`src/rtl/arith_pckg.sv`:
```
// rtl/arith_pckg.sv - shared fixed-point arithmetic constants and fp32 packing types
package arith_pckg;

    localparam int C_ARITH_WORD_LEN     = 18;
    localparam int C_ARITH_FXP_FRAC_WDT = 10;

    localparam int C_FP32_EXP_BIAS = 127;
    localparam int C_FP32_EXP_WDT  = 8;
    localparam int C_FP32_MANT_WDT = 23;

    typedef struct packed {
        logic        sign;
        logic [7:0]  exp;
        logic [22:0] mant;
    } fp32_t;

endpackage

```
`src/rtl/arith_lzc.sv`:
```
// rtl/arith_lzc.sv - combinational leading-zero count with all-zero flag
module arith_lzc #(
    parameter int WDT     = 18,
    parameter int CNT_WDT = $clog2(WDT + 1)
) (
    input  logic [WDT-1:0]     din,
    output logic [CNT_WDT-1:0] cnt,
    output logic               zero
);

    // Ascending scan so the highest set bit is the last one to write cnt.
    always_comb begin
        cnt = CNT_WDT'(WDT);
        for (int i = 0; i < WDT; i++) begin
            if (din[i]) begin
                cnt = CNT_WDT'(WDT - 1 - i);
            end
        end
    end

    assign zero = (din == '0);

endmodule

```
`src/rtl/fxp2fp32_conv.sv`:
```
// rtl/fxp2fp32_conv.sv - 3-stage elastic signed fixed-point to binary32 converter
module fxp2fp32_conv
    import arith_pckg::*;
#(
    parameter int C_WORD_WDT = C_ARITH_WORD_LEN,
    parameter int C_FRAC_WDT = C_ARITH_FXP_FRAC_WDT
) (
    input  logic                  clk,
    input  logic                  rst_n,
    input  logic                  in_vld,
    output logic                  in_rdy,
    input  logic [C_WORD_WDT-1:0] in_data,
    input  logic                  in_last,
    output logic                  out_vld,
    input  logic                  out_rdy,
    output logic [31:0]           out_data,
    output logic                  out_last
);

    localparam int CNT_WDT = $clog2(C_WORD_WDT + 1);
    // Exponent of a word whose top bit is set; each leading zero lowers it by one.
    localparam int EXP_TOP = C_WORD_WDT - 1 - C_FRAC_WDT + C_FP32_EXP_BIAS;

    generate
        if (C_WORD_WDT > 25 || C_WORD_WDT < 2 || C_FRAC_WDT < 0 || C_FRAC_WDT >= C_WORD_WDT) begin : g_param_check
            $error("fxp2fp32_conv: illegal C_WORD_WDT/C_FRAC_WDT combination");
        end
    endgenerate

    logic load1, load2, load3;

    logic                  s1_vld, s1_sign, s1_last;
    logic [C_WORD_WDT-1:0] s1_mag;
    logic [C_WORD_WDT-1:0] mag_c;

    logic                  s2_vld, s2_sign, s2_zero, s2_last;
    logic [CNT_WDT-1:0]    s2_cnt;
    logic [C_WORD_WDT-2:0] s2_norm;
    logic [CNT_WDT-1:0]    lzc_cnt;
    logic                  lzc_zero;

    fp32_t res_c;

    assign load3  = !out_vld || out_rdy;
    assign load2  = !s2_vld || load3;
    assign load1  = !s1_vld || load2;
    assign in_rdy = load1;

    // Min-negative wraps to 2^(W-1), which is exactly its magnitude as unsigned.
    assign mag_c = in_data[C_WORD_WDT-1] ? (~in_data + C_WORD_WDT'(1)) : in_data;

    always_ff @(posedge clk or negedge rst_n) begin
        if (!rst_n) begin
            s1_vld  <= 1'b0;
            s1_sign <= 1'b0;
            s1_mag  <= '0;
            s1_last <= 1'b0;
        end else if (load1) begin
            s1_vld <= in_vld;
            if (in_vld) begin
                s1_sign <= in_data[C_WORD_WDT-1];
                s1_mag  <= mag_c;
                s1_last <= in_last;
            end
        end
    end

    arith_lzc #(
        .WDT     (C_WORD_WDT),
        .CNT_WDT (CNT_WDT)
    ) u_lzc (
        .din  (s1_mag),
        .cnt  (lzc_cnt),
        .zero (lzc_zero)
    );

    // The hidden 1 is implicit after normalisation, so only the bits below it are kept.
    always_ff @(posedge clk or negedge rst_n) begin
        if (!rst_n) begin
            s2_vld  <= 1'b0;
            s2_sign <= 1'b0;
            s2_zero <= 1'b0;
            s2_cnt  <= '0;
            s2_norm <= '0;
            s2_last <= 1'b0;
        end else if (load2) begin
            s2_vld <= s1_vld;
            if (s1_vld) begin
                s2_sign <= s1_sign;
                s2_zero <= lzc_zero;
                s2_cnt  <= lzc_cnt;
                s2_norm <= (C_WORD_WDT-1)'(s1_mag << lzc_cnt);
                s2_last <= s1_last;
            end
        end
    end

    always_comb begin
        res_c = '0;
        if (!s2_zero) begin
            res_c.sign = s2_sign;
            res_c.exp  = 8'(EXP_TOP) - 8'(s2_cnt);
            res_c.mant = C_FP32_MANT_WDT'({s2_norm, 23'b0} >> (C_WORD_WDT - 1));
        end
    end

    always_ff @(posedge clk or negedge rst_n) begin
        if (!rst_n) begin
            out_vld  <= 1'b0;
            out_data <= '0;
            out_last <= 1'b0;
        end else if (load3) begin
            out_vld <= s2_vld;
            if (s2_vld) begin
                out_data <= res_c;
                out_last <= s2_last;
            end
        end
    end

endmodule

```
`config.mk`:
```
export PLATFORM = sky130hd
export DESIGN_NAME = fxp2fp32_conv
export DESIGN_NICKNAME = d
export VERILOG_FILES = /design/src/rtl/arith_pckg.sv /design/src/rtl/arith_lzc.sv /design/src/rtl/fxp2fp32_conv.sv
export SDC_FILE = /design/constraint.sdc
export NUM_CORES = 1
export LEC_CHECK = 0
export ABC_AREA = 1
export CAP_MARGIN = 30
export CORE_ASPECT_RATIO = 1.4
export CORE_MARGIN = 5
export CORE_UTILIZATION = 35
export CTS_CLUSTER_SIZE = 10
export DETAILED_ROUTE_END_ITERATION = 8
export HOLD_SLACK_MARGIN = 0.02
export PLACE_DENSITY = 0.52
export SLEW_MARGIN = 10
export SYNTH_ARGS = -nofsm -noshare
export SYNTH_HDL_FRONTEND = slang
export SYNTH_SLANG_ARGS = --single-unit
```
`constraint.sdc`:
```
create_clock -name clk -period 2.5 [get_ports clk]
set_input_delay 0.75 -clock clk [delete_from_list [all_inputs] [get_ports clk]]
set_output_delay 0.75 -clock clk [all_outputs]
set_load 0.1 [all_outputs]
```
==> summary.txt <==
Run status
  • Status: complete, no violations

Setup path
  • WP buf/inv: 3
  • Crit path kind: in2out
  • Critical Path RT: 1.75 ns
  • Worst-path fanout max: 2
  • Critical-path cell list: clkdlybuf4s50_1 > inv_1 > nand2_1 > nor2_1 > nand2_2 > buf_12
  • CP Data Arrival Time: 1.68 ns
  • Crit Reg-Reg Endpoint: s2_norm[11]
  • FF-to-FF Start: s1_mag[1]
  • Critical path startpoint category: input port
  • Flop2flop setup slack: 0.29 ns
  • Top Family by Delay on Critical Path: buffers and inverters
  • Max stage delay on crit path: 0.39 ns
  • CP max-delay cell: clkdlybuf4s50_1
  • Worst r2r path cells: 25
  • WP depth: 6
  • Worst Setup End Kind: primary output

STA
  • Minimum clock period: 2.43 ns
  • Fmax: 0.412 GHz
  • Worst setup margin: 0.0741 ns
  • Final hold vios: 0
  • Fin Setup TNS: 0 ns
  • Unrepaired setup endpoints after global routing: true
  • Worst Skew: 0.00572 ns
  • Hold WS: 0.377 ns
  • Pins over their slew limit: 0
  • Crit share post-route: 97.0%
  • Final setup viols: 0

Finish
  • Antenna Cells: 0
  • Filler Cell Count: 1183
  • Final Cell Area: 5220 um^2
  • P&R area growth vs syn: 28.1%
  • Area of the multi-input gates: 1930 um^2
  • Storage cell area: 1880 um^2
  • # nets final: 631
  • Fraction of final layout cells sized beyond drive strength 1: 16.9%

Route
  • Total iterations of the first detailed-routing run: 4
  • Remaining antenna violation count after routing: 0
  • Final WL: 9660 um
  • Starting DRC count in detailed routing: 146
  • Vias per cell: 4.77
  • Vias: 3602
  • # DRC: 0
  • Avg WL per Cell: 12.8 um

Placement
  • Routability cong.: 0.862
  • Detailed Place HPWL: 7550 um
  • IO buf count: 51
  • Post-DP Area: 4840 um^2
  • Pre-CTS setup slack: -0.274 ns

Floorplan
  • Core box area: 11400 um^2
  • Std-Cell Rows: 46
  • Initial core utilization: 35.7%
  • Die height: 138 um
  • Horiz. Die Dim: 101 um
  • # IOs: 58
  • Die area: 13900 um^2

Power
  • Pint: 3.44 mW
  • Net Sw Frac: 48.6%
  • Comb pwr share: 51.3%
  • Flop pwr share: 28.1%
  • Leakage power: 2.61 nW
  • Power share of the clock group: 20.6%
  • Worst VDD drop: 0.420 mV
  • PD cells: 1280 nW/um^2
  • Sw Pwr: 3.26 mW

Synthesis
  • Post-synth EDFFs: 0
  • Yosys warns: 0
  • Mapped Cells: 530
  • Fraction of registers with async set/reset: 100%
  • FF+latch count, synth: 75
  • Synth top area share: 46.1%
  • Top post-synthesis cells by area: dfrtp_1 (46%), nand2_1 (15%), nand3_1 (6.8%)
  • Top cells by count, synth: nand2_1 (160), dfrtp_1 (75), nand3_1 (55)
  • Average size of a mapped cell: 7.69 um^2
  • Post-synthesis cell area: 4070 um^2
  • Dominant cell type by area after synthesis: dfrtp_1
  • Count leader, synth: nand2_1
  • Seq/Total Area, Yosys: 46.1%
  • Synth cell types: 39
  • Main synth FF type: dfrtp_1

Clock network
  • Post-CTS setup buffers: 0
  • Clk_lat worst skew: 0.33 ns
  • Longest Clk Path Bufs: 2
  • CTS tree: yes
  • CTS Buf Count: 9
  • CTS clk-pin slew, worst paths: 0.06 ns
  • # H-tree levels: 3
  • Clk sinks: 75
  • Root Buffer: clkbuf_16

Global routing
  • Tot GR Track Use: 14.7%
  • Initial antenna violation count: 0
  • Total gr overflow: 0
  • First-pass GRT wire length: 16200 um
  • Largest net degree at the start of global routing: 39
  • Number of global-route vias before repair: 3536

Run
  • Maxcap violations: 0

Worst hold path
  • Worst hold path class: in2async
-- what timing repair did --
item | 4_1_cts | 5_1_grt
endpoints found under the setup margin | 0 | 15
resized for setup | 0 | 11
hold buffers | 0 | 0
-- cells by family after synthesis --
kind of cell / count (synthesis) / share of synthesized area [%]
flip-flops: 75 / 46.1
AND/OR/NAND/NOR: 269 / 27.9
buffers and inverters: 78 / 8.48
adder cells (fa/ha/maj): 2 / 0.614
multiplexers: 1 / 0.276
AO/OA/AOI/OAI: 88 / 13.2
XOR/XNOR: 16 / 3.44
other: 1 / 0.0920
-- area by class of cell --
| class | instances | share of cell area (%) |
|---|---|---|
| well taps | 144 | 3.45 |
| multi-input cells | 383 | 36.9 |
| clock inverters | 4 | 1.41 |
| inverters | 52 | 3.74 |
| flip-flops and latches | 75 | 36.0 |
| repair buffers | 85 | 13.8 |
| clock buffers | 12 | 4.72 |
-- layout by cell type, fill, tap and decap left out, types with 2 or more instances in the layout --
master	Yosys	final
a21oi_1	7	7
bufinv_16	0	2
nand3_1	55	54
nand3_2	3	4
nor3_2	0	3
clkbuf_16	0	9
o21ai_0	43	43
conb_1	1	6
o21ai_1	8	7
dfrtp_1	75	74
xor2_1	10	10
ha_1	2	2
nand4_1	2	2
inv_1	50	50
o211ai_1	5	5
o31ai_1	2	2
clkdlybuf4s50_1	0	21
xnor2_1	6	6
nand2_4	2	2
clkbuf_1	13	2
nand2_2	3	4
nor2_1	38	35
buf_12	1	2
nor2_2	0	3
o21ai_2	1	2
nand2_1	160	159
o22ai_1	2	2
a22o_1	13	13
buf_4	6	61
-- layer usage --
layer | vias up | track usage, % | routed length, um
met3 | 19 | 2.03 | 293
met5 | - | 0 | 0
met4 | 0 | 9.09 | 380
met2 | 60 | 25.1 | 4910
met1 | 1655 | 17.1 | 4070
li1 | 1868 | - | -
-- state kept, by name, summed over array words and instances (netlist names) --
name      count
s2_vld        1
s1_mag       18
s2_norm      17
out_last      1
out_data     26
out_vld       1
s2_sign       1
s2_zero       1
s1_last       1
s1_vld        1
s1_sign       1
s2_cnt        5
s2_last       1
-- power by group through the flow --
stage	Clock, mW	Combinational (mW)	Sequential (mW)
floorplan	0	1.30	3.22
global placement	0	3.40	1.90
detailed placement	0	3.42	1.91
CTS	1.42	3.43	1.89
global route	1.47	3.70	1.95
finish	1.38	3.44	1.89
-- how the worst max path moves through the flow --
stage                    start           to  slack, ns
global placement    in_data[0]   s1_mag[16]      -0.23
global route         s1_mag[1]  s2_norm[11]      -0.03
detailed placement  in_data[0]   s1_mag[16]      -0.27
finish                 out_rdy       in_rdy       0.07
CTS                    out_rdy       in_rdy       0.06
floorplan              out_rdy   s1_mag[17]       0.33
-- worst reg2reg max path, delay by kind of cell (launching register included) --
family        cells  cell delay, ns
buf+inv           2            0.17
flops             1            0.39
simple gates     23            1.53
-- per-stage QoR --
step	total power [mW]	instances	util [%]
after detailed placement	5.33	738	42.5
final	6.71	755	45.8
after global placement	5.30	738	42.5
after floorplan	4.52	535	-
after CTS	6.74	754	45.3
after global routing	7.12	755	45.8
Power figures use the tool's default switching activity.
